**config.mk**
```make
export PLATFORM = sky130hd
export DESIGN_NAME = fp_div_arbiter
export DESIGN_NICKNAME = d
export VERILOG_FILES = /design/src/rtl/fp_div_arbiter.sv
export SDC_FILE = /design/constraint.sdc
export NUM_CORES = 1
export LEC_CHECK = 0
export CELL_PAD_IN_SITES_DETAIL_PLACEMENT = 1
export CELL_PAD_IN_SITES_GLOBAL_PLACEMENT = 1
export CORE_UTILIZATION = 23
export DETAILED_ROUTE_END_ITERATION = 10
export PLACE_DENSITY_LB_ADDON = 0.1
export SLEW_MARGIN = 40
export SYNTH_ARGS = -nofsm -noshare
export SYNTH_HDL_FRONTEND = slang
export SYNTH_SLANG_ARGS = --single-unit
```
**constraint.sdc**
```tcl
create_clock -name clk -period 2.11 [get_ports clk]
set_input_delay 0.5275 -clock clk [delete_from_list [all_inputs] [get_ports clk]]
set_output_delay 0.5275 -clock clk [all_outputs]
set_load 0.005 [all_outputs]
```
**src/rtl/fp_div_arbiter.sv**
```systemverilog
// fp_div_arbiter: round-robin sharing of one iterative fp divider among NUM_REQ requesters,
// holding operands for the whole divide and answering with a flagged qNaN on watchdog expiry.
module fp_div_arbiter #(
    parameter int NUM_REQ = 4,
    parameter int TIMEOUT = 64
) (
    input  logic                    clk,
    input  logic                    reset,
    input  logic [NUM_REQ-1:0]      req_valid,
    output logic [NUM_REQ-1:0]      req_ready,
    input  logic [32*NUM_REQ-1:0]   req_a,
    input  logic [32*NUM_REQ-1:0]   req_b,
    output logic [NUM_REQ-1:0]      resp_valid,
    input  logic [NUM_REQ-1:0]      resp_ready,
    output logic [31:0]             resp_r,
    output logic                    resp_err,
    output logic                    div_start,
    output logic [31:0]             div_a,
    output logic [31:0]             div_b,
    input  logic                    div_done,
    input  logic [31:0]             div_r,
    output logic                    busy
);

    localparam int IW = (NUM_REQ > 1) ? $clog2(NUM_REQ) : 1;
    localparam int CW = (TIMEOUT > 2) ? $clog2(TIMEOUT) : 1;

    localparam logic [1:0] IDLE  = 2'd0;
    localparam logic [1:0] ISSUE = 2'd1;
    localparam logic [1:0] WAIT  = 2'd2;
    localparam logic [1:0] RESP  = 2'd3;

    // Timeout fires when the counter is about to step onto TIMEOUT-1, so the
    // abort response lands TIMEOUT cycles after div_start.
    localparam logic [CW-1:0] CNT_LAST = CW'(TIMEOUT - 2);
    localparam logic [31:0]   QNAN     = 32'h7FC0_0000;

    logic [1:0]         state_r;
    logic [IW-1:0]      ptr_r;
    logic [IW-1:0]      owner_r;
    logic [CW-1:0]      cnt_r;
    logic [NUM_REQ-1:0] resp_valid_r;
    logic [31:0]        resp_r_r;
    logic               resp_err_r;
    logic               div_start_r;
    logic [31:0]        div_a_r;
    logic [31:0]        div_b_r;
    logic               busy_r;

    logic [NUM_REQ-1:0] grant_s;
    logic [IW-1:0]      gidx_s;
    logic               found_s;
    logic [NUM_REQ-1:0] owner_oh_s;
    logic [31:0]        a_arr_s [NUM_REQ];
    logic [31:0]        b_arr_s [NUM_REQ];

    // Unpack the flat operand buses into per-requester words.
    always_comb begin
        for (int i = 0; i < NUM_REQ; i++) begin
            a_arr_s[i] = req_a[32*i +: 32];
            b_arr_s[i] = req_b[32*i +: 32];
        end
    end

    // Round-robin scan: first valid requester at or above the pointer, wrapping.
    always_comb begin : grant_scan
        int  idx;
        logic hit;
        gidx_s  = '0;
        found_s = 1'b0;
        grant_s = '0;
        idx     = 0;
        hit     = 1'b0;
        for (int k = 0; k < NUM_REQ; k++) begin
            idx     = (int'(ptr_r) + k >= NUM_REQ) ? int'(ptr_r) + k - NUM_REQ : int'(ptr_r) + k;
            hit     = !found_s && req_valid[IW'(idx)];
            gidx_s  = hit ? IW'(idx) : gidx_s;
            found_s = found_s | hit;
        end
        if (found_s) begin
            grant_s[gidx_s] = 1'b1;
        end else begin
            grant_s = '0;
        end
    end

    // One-hot decode of the current owner for the response strobe.
    always_comb begin
        owner_oh_s          = '0;
        owner_oh_s[owner_r] = 1'b1;
    end

    // Main control FSM; all outputs except req_ready are registered here.
    always_ff @(posedge clk) begin
        if (reset) begin
            state_r      <= IDLE;
            ptr_r        <= '0;
            owner_r      <= '0;
            cnt_r        <= '0;
            resp_valid_r <= '0;
            resp_r_r     <= 32'h0000_0000;
            resp_err_r   <= 1'b0;
            div_start_r  <= 1'b0;
            div_a_r      <= 32'h0000_0000;
            div_b_r      <= 32'h0000_0000;
            busy_r       <= 1'b0;
        end else begin
            case (state_r)
                IDLE: begin
                    if (found_s) begin
                        div_a_r     <= a_arr_s[gidx_s];
                        div_b_r     <= b_arr_s[gidx_s];
                        owner_r     <= gidx_s;
                        ptr_r       <= (gidx_s == IW'(NUM_REQ - 1)) ? '0 : gidx_s + IW'(1);
                        div_start_r <= 1'b1;
                        busy_r      <= 1'b1;
                        state_r     <= ISSUE;
                    end else begin
                        state_r <= IDLE;
                    end
                end
                ISSUE: begin
                    div_start_r <= 1'b0;
                    cnt_r       <= '0;
                    state_r     <= WAIT;
                end
                WAIT: begin
                    if (div_done) begin
                        resp_r_r     <= div_r;
                        resp_err_r   <= 1'b0;
                        resp_valid_r <= owner_oh_s;
                        state_r      <= RESP;
                    end else if (cnt_r == CNT_LAST) begin
                        resp_r_r     <= QNAN;
                        resp_err_r   <= 1'b1;
                        resp_valid_r <= owner_oh_s;
                        state_r      <= RESP;
                    end else begin
                        cnt_r <= cnt_r + CW'(1);
                    end
                end
                RESP: begin
                    if (resp_ready[owner_r]) begin
                        resp_valid_r <= '0;
                        busy_r       <= 1'b0;
                        state_r      <= IDLE;
                    end else begin
                        state_r <= RESP;
                    end
                end
                default: begin
                    resp_valid_r <= '0;
                    div_start_r  <= 1'b0;
                    busy_r       <= 1'b0;
                    state_r      <= IDLE;
                end
            endcase
        end
    end

    assign req_ready  = (state_r == IDLE) ? grant_s : '0;
    assign resp_valid = resp_valid_r;
    assign resp_r     = resp_r_r;
    assign resp_err   = resp_err_r;
    assign div_start  = div_start_r;
    assign div_a      = div_a_r;
    assign div_b      = div_b_r;
    assign busy       = busy_r;

endmodule

```
## Word-level counts from Yosys, hierarchy flattened

Cells that the tools add are included.
Widths: inputs -> output; s select.

| operators by class | value |
|---|---|
| mux-type cells | 55 |
| add/subtract/negate cells | 9 |
| equality and inequality tests | 10 |
| magnitude comparators | 13 |
| reduce and logical (&&, ||, !) cells | 20 |
| bitwise gates (word level) | 4 |

Operators by type and width:

| cell | number |
|---|---|
| $mux 32 | 6 |
| $bmux 32 s2 | 2 |
| $mux 2 | 12 |
| $mux 4 | 5 |
| $lt 2x4->1 const B | 4 |
| $mux 1 | 16 |
| $ge 3x3->1 const B | 4 |
| $mux 6 | 2 |
| $pmux 6 s2 | 1 |
| $bmux 1 s2 | 5 |
| $reduce_bool 2->1 | 5 |
| $reduce_and 3->1 | 3 |
| $ne 2x2->1 const B | 4 |
| $pmux 2 s4 | 1 |
| $pmux 4 s2 | 1 |
| $sub 2x1->2 const B | 4 |
| $add 2x2->3 const B | 2 |
| $add 6x1->6 const B | 1 |
| $eq 2x2->1 const B | 3 |
| $eq 6x6->1 const B | 1 |
| $lt 2x3->1 const B | 2 |
| $reduce_and 2->1 | 3 |
| $logic_and 1x1->1 | 5 |
| $demux 1 s2 | 2 |
| 11 further kinds | 17 |

| word-level totals | value |
|---|---|
| flip-flop bits (word level) | 115 |
| input bits | 299 |
| output and inout bits | 107 |
| logic and storage cells | 122 |

## Logic depth before layout (Yosys ltp)

| depth | value |
|---|---|
| depth after elaboration | 20 |
| depth in mapped cells | 9 |
| mapped depth without buffers | 7 |

## Worst setup path before layout

Ideal clock, no wire load.

| timing | value |
|---|---|
| kind | input port to output port |
| start | input req_valid[0] |
| end | output req_ready[3] |
| stages on the path | 8 |
| arrival | 1.652 ns |
| required time | 1.582 ns |
| setup slack | -0.069 ns |
| path through | nor2b_1 > nor2_1 > a2bb2oi_1 > buf_2 > buf_6 > buf_2 > ha_1 > and2_1 |

| between the ends | value |
|---|---|
| longest elaborated chain between the ends | 18 |
| elaborated cells on any way between the ends | 32 |

Ends and longest elaborated chain:

| element | RTL line | source |
|---|---|---|
| from (decl) | 9 | `input logic [NUM_REQ-1:0] req_valid,` |
| $bmux 1 s2 | 76 | `hit = !found_s && req_valid[IW'(idx)];` |
| $mux 1 (not written as such) (2 in series) | 76 |  |
| $logic_not 1->1 | 76 |  |
| $logic_and 1x1->1 | 76 |  |
| $or 1x1->1 | 78 | `found_s = found_s \| hit;` |
| $logic_not 1->1 | 76 |  |
| $logic_and 1x1->1 | 76 |  |
| $or 1x1->1 | 78 |  |
| $logic_not 1->1 | 76 |  |
| $logic_and 1x1->1 | 76 |  |
| $mux 2 | 77 | `gidx_s = hit ? IW'(idx) : gidx_s;` |
| $lt 2x3->1 (not written as such) / $ge 2x1->1 (equally long branches) | 81 | `grant_s[gidx_s] = 1'b1;` |
| $logic_and 1x1->1 (not written as such) | 81 |  |
| $mux 1 (not written as such) | 81 |  |
| $demux 1 s2 | 81 |  |
| $mux 4 (*) | 80 | `if (found_s) begin` |
| $mux 4 (*) | 161 | `assign req_ready = (state_r == IDLE) ? grant_s : '0;` |
| to (decl) | 10 | `output logic [NUM_REQ-1:0] req_ready,` |

Every way passes the cells marked *; elsewhere a longest branch is shown, timed or not. The select of a mux whose other input is x is not followed.

## Worst setup path in the final report

| timing | value |
|---|---|
| start | register ptr_r[0] |
| end | output req_ready[1] |

| between the ends | value |
|---|---|
| longest elaborated chain between the ends | 20 |
| elaborated cells on any way between the ends | 47 |

Ends and longest elaborated chain:

| element | RTL line | source |
|---|---|---|
| from (decl) | 39 | `logic [IW-1:0] ptr_r;` |
| from (signal assigned) | 114 | `ptr_r <= (gidx_s == IW'(NUM_REQ - 1)) ? '0 : gidx_s + IW'(1);` |
| $add 2x1->3, or another cell as far along | 75 | `idx = (int'(ptr_r) + k >= NUM_REQ) ? int'(ptr_r) + k - NUM_REQ : int'(ptr_r) + k;` |
| $ge 3x3->1, or another cell as far along | 75 |  |
| $mux 2 / $bmux 1 s2 (equally long branches) | 75, 76 |  |
| $bmux 1 s2 / $mux 1 (equally long branches) | 76 |  |
| $mux 1 (not written as such) | 76 |  |
| $mux 1 (not written as such) / $logic_not 1->1 (equally long branches) | 76 |  |
| $logic_and 1x1->1 | 76 |  |
| $or 1x1->1 | 78 |  |
| [... 4 more ...] | -- |  |
| $logic_and 1x1->1 | 76 |  |
| $mux 2 | 77 |  |
| $lt 2x3->1 (not written as such) / $ge 2x1->1 (equally long branches) | 81 |  |
| $logic_and 1x1->1 (not written as such) | 81 |  |
| $mux 1 (not written as such) | 81 |  |
| $demux 1 s2 | 81 |  |
| $mux 4 (*) | 80 |  |
| $mux 4 (*) | 161 |  |

Marks and branches as above.

==> impl_results.md <==
* Fraction of the yosys area taken by sequential cells at 37.8%
* Distinct cell type count of the synthesized netlist at 44
* Final core utilization at 45.4%
* Total power density per cell area at 792 nW/um^2
* Met3 layer wire length in the routed design at 2190 microns
* First-pass GRT wire length at 40600 microns
* Remaining design rule violation count at 0
* Setup clock skew after layout at 0.0117 ns
* Number of buffers created by CTS at 17
* Detailed-route wire length on metal 1 at 10900 microns
* Cts hold-fix bufs at 0
* Req. time, crit path at 1.58 ns
* Path category of the worst min-delay check: in -> reg
* Later-pin clock latency in the skew report at 0.42 ns
* Combined flip-flop and latch cell area at 2310 sq um
* CP Max Fanout at 3
* Post-synthesis area per instance at 10.1 sq um
* Die Wd at 165 microns
* Setup total negative slack at -0.202 ns
* Worst-case headroom to the max-slew limit at 66.7%
* Total routing usage reported by global routing at 20.1%
* Total met2 wirelength after detailed routing at 14800 microns
* Number of hold violations in the final report at 0
* Unrepaired setup endpoints after global routing: true
* Prevailing post-synth register cell: sky130_fd_sc_hd__dfxtp_1
* Share of post-route cells with drive strength above 1 at 18.8%
* Asr flop ratio synth at 0%
* Root Buffer: sky130_fd_sc_hd__clkbuf_16
* Family with the most delay on the worst path: simple AND/OR/NAND/NOR gates
* Worst path cell trace: buf_4 -> and2_4 -> or3_4 -> nor2_4 -> buf_6
* Failing checks: negative setup slack
* Count of buffers from port buffering at 405
* Highest achievable clock rate at 453 MHz
* Clock Path Buffers at 2
* Vias in the first global route at 6891
* Max stage delay on crit path at 0.41 ns
* Critical-path cell with the highest stage delay: sky130_fd_sc_hd__or3_4
* Number of sinks driven by the clock tree at 115
* Gate Count Post-Synth at 605
* Worst vdd rail ir drop at 0.000395 V
* Overall via count from detail_route at 6505
* Setup violation total in the final timing report at 3
* Critical path endpoint category: output pin
* Worst Setup Path Type: reg -> out
* Area of the multi-input gates at 3660 sq um
* Max-capacitance violation count at 0
* # nets final at 1345
* Arrival time worst endpoint at 1.68 ns
* Synthesis-stage register bit count at 115
* Iter 0 DRT Violations at 144
* Per-cell via count in the routed design at 4.68
* Run status: finished with violations
* Power consumption at 0.00937 W
* Cell leakage power at 4.38 nW
* Iteration count of the initial detailed-routing pass at 4
* Max-slew violation total from the final report at 0
* GP Congestion at 0.796
* Net count after synthesis at 907
* Netlist Area Pre-Place at 6100 sq um
* Antenna violations before repair at 0
* Final clock period utilization by the worst path at 105%
* Clock-pin transition on the worst setup and hold timing paths at 0.06 ns
* Startpoint kind of the worst setup timing path: flop
* Die area at 27200 sq um
* Layout-stage area growth over the synthesis result at 94.0%
* Floorplan Core Area at 26100 sq um
* Starting utilization of the core area at 23.4%
* Clock period minus final worst setup slack at 2.21 ns
* Number of filler instances in the final layout at 2883
* Number of placement rows at 59
* Leading cell types in the layout, fill and taps excluded: sky130_fd_sc_hd__clkdlybuf4s50_1 (396), sky130_fd_sc_hd__mux2i_1 (123), sky130_fd_sc_hd__dfxtp_1 (113), sky130_fd_sc_hd__nand2_1 (76), sky130_fd_sc_hd__o221ai_2 (62)
* Final hold slack at 0.441 ns
* Worst-case setup margin in the final layout at -0.0988 ns
* Antenna diodes at 0
* Most common library cell in the layout ignoring fill and taps: sky130_fd_sc_hd__clkdlybuf4s50_1
* Maximum level of the CTS H-tree at 4
* Slew at the pin with the worst max-slew slack at 0.497 ns
* WL/cell at 20.4 microns
* Routed Antenna Nets at 0
* Count of boundary I/O pins at 406
* Crit path buffers/inverters at 2
* Final WL at 28300 microns
* Yosys synthesis warning count at 0
* CTS tree: built
* Post-detailed-placement half-perimeter wirelength at 21600 microns
* Die boundary height at 165 microns
* DR top layer: met4
* Pin count of the biggest net entering global routing at 48
* Aggregate global routing overflow at 0
* Number of enable-type register cells in the synthesized netlist at 0
[synthesized netlist by cell type, types with 2 or more instances]
| master | number | area share [%] |
|---|---|---|
| sky130_fd_sc_hd__buf_6 | 7 | 1.3 |
| sky130_fd_sc_hd__buf_4 | 8 | 0.98 |
| sky130_fd_sc_hd__o21bai_1 | 2 | 0.25 |
| sky130_fd_sc_hd__mux2i_1 | 129 | 21 |
| sky130_fd_sc_hd__and2_1 | 4 | 0.41 |
| sky130_fd_sc_hd__a21o_1 | 3 | 0.37 |
| sky130_fd_sc_hd__o221ai_2 | 60 | 15 |
| sky130_fd_sc_hd__nor2_1 | 62 | 3.8 |
| sky130_fd_sc_hd__nand2_1 | 77 | 4.7 |
| sky130_fd_sc_hd__ha_1 | 3 | 0.62 |
| sky130_fd_sc_hd__o311ai_0 | 3 | 0.43 |
| sky130_fd_sc_hd__buf_2 | 13 | 1.1 |
| sky130_fd_sc_hd__a21oi_1 | 13 | 1.1 |
| sky130_fd_sc_hd__a31oi_1 | 2 | 0.21 |
| sky130_fd_sc_hd__or3_1 | 2 | 0.21 |
| sky130_fd_sc_hd__clkbuf_1 | 21 | 1.3 |
| sky130_fd_sc_hd__o221ai_1 | 4 | 0.57 |
| sky130_fd_sc_hd__nor3_1 | 12 | 0.98 |
| sky130_fd_sc_hd__o211ai_1 | 2 | 0.25 |
| sky130_fd_sc_hd__nor2b_1 | 4 | 0.41 |
| sky130_fd_sc_hd__nor3_2 | 3 | 0.49 |
| sky130_fd_sc_hd__or4_1 | 2 | 0.25 |
| sky130_fd_sc_hd__nand3_1 | 4 | 0.33 |
| sky130_fd_sc_hd__nor4_1 | 2 | 0.21 |
| sky130_fd_sc_hd__a22oi_1 | 24 | 3.0 |
| sky130_fd_sc_hd__a22o_1 | 2 | 0.29 |
| sky130_fd_sc_hd__o21ai_0 | 2 | 0.16 |
| sky130_fd_sc_hd__a32o_1 | 2 | 0.33 |
| sky130_fd_sc_hd__dfxtp_1 | 115 | 38 |
| sky130_fd_sc_hd__inv_1 | 4 | 0.25 |
[cells by family after synthesis]
logic type	Yosys count	share of synthesized area, %
mux	130	21.5
simple gates	179	12.9
fa+ha+maj	3	0.616
flops	115	37.8
compound gates	124	22.3
buf+inv	54	4.94
[stage by stage]
stage	cell area (sq um)	worst slack [ns]	instances
final	11800	-0.0988	1390
after floorplan	6110	0.0221	605
after global routing	11800	-0.186	1390
after detailed placement	10900	-0.962	1349
after global placement	10900	-0.944	1349
after CTS	11700	-0.143	1388
[where the power goes]
group	internal [W]	switching, W	leakage (nW)
Clock	0.00200	0.00110	0.295
Combinational	0.00207	0.00149	3.15
Sequential	0.00251	0.000191	0.944
[layout make-up]
type | instances | share of cell area [%]
timing repair buffer | 467 | 40.5
multi-input combinational | 437 | 31.0
sequential | 115 | 19.5
clock buffer | 19 | 3.74
tap | 335 | 3.54
clock inverter | 12 | 1.54
inverter | 5 | 0.159
[layer usage]
metal  GRT usage (%)  vias up
met5               0        -
met4            5.25        0
met3            6.05       26
met2            37.2      222
met1            22.0     3118
li1                -     3139
[final timing paths]
| check | cells past startpoint | slack, ns | endpoint | start |
|---|---|---|---|---|
| worst min-delay path | 2 | 0.44 | owner_r[0] | reset |
| worst max register to register | 8 | 0.07 | div_a[29] | ptr_r[0] |
| worst max-delay path | 5 | -0.1 | req_ready[1] | ptr_r[0] |
| worst min register to register | 2 | 0.46 | div_a[10] | div_a[10] |
[repair_timing]
action	in CTS	in global routing
buffers inserted	6	0
pin swaps	9	11
resized for setup	62	17
endpoints found under the setup margin	67	67
gates cloned	2	3
[registers in the layout (all words and copies together), names as in the netlist]
signal	count
div_b	32
owner_r	2
cnt_r	6
div_a	32
resp_r	32
state_r	2
resp_err	1
ptr_r	2
div_start	1
busy	1
resp_valid	4
Note: power is estimated with default switching activity, not from simulation.
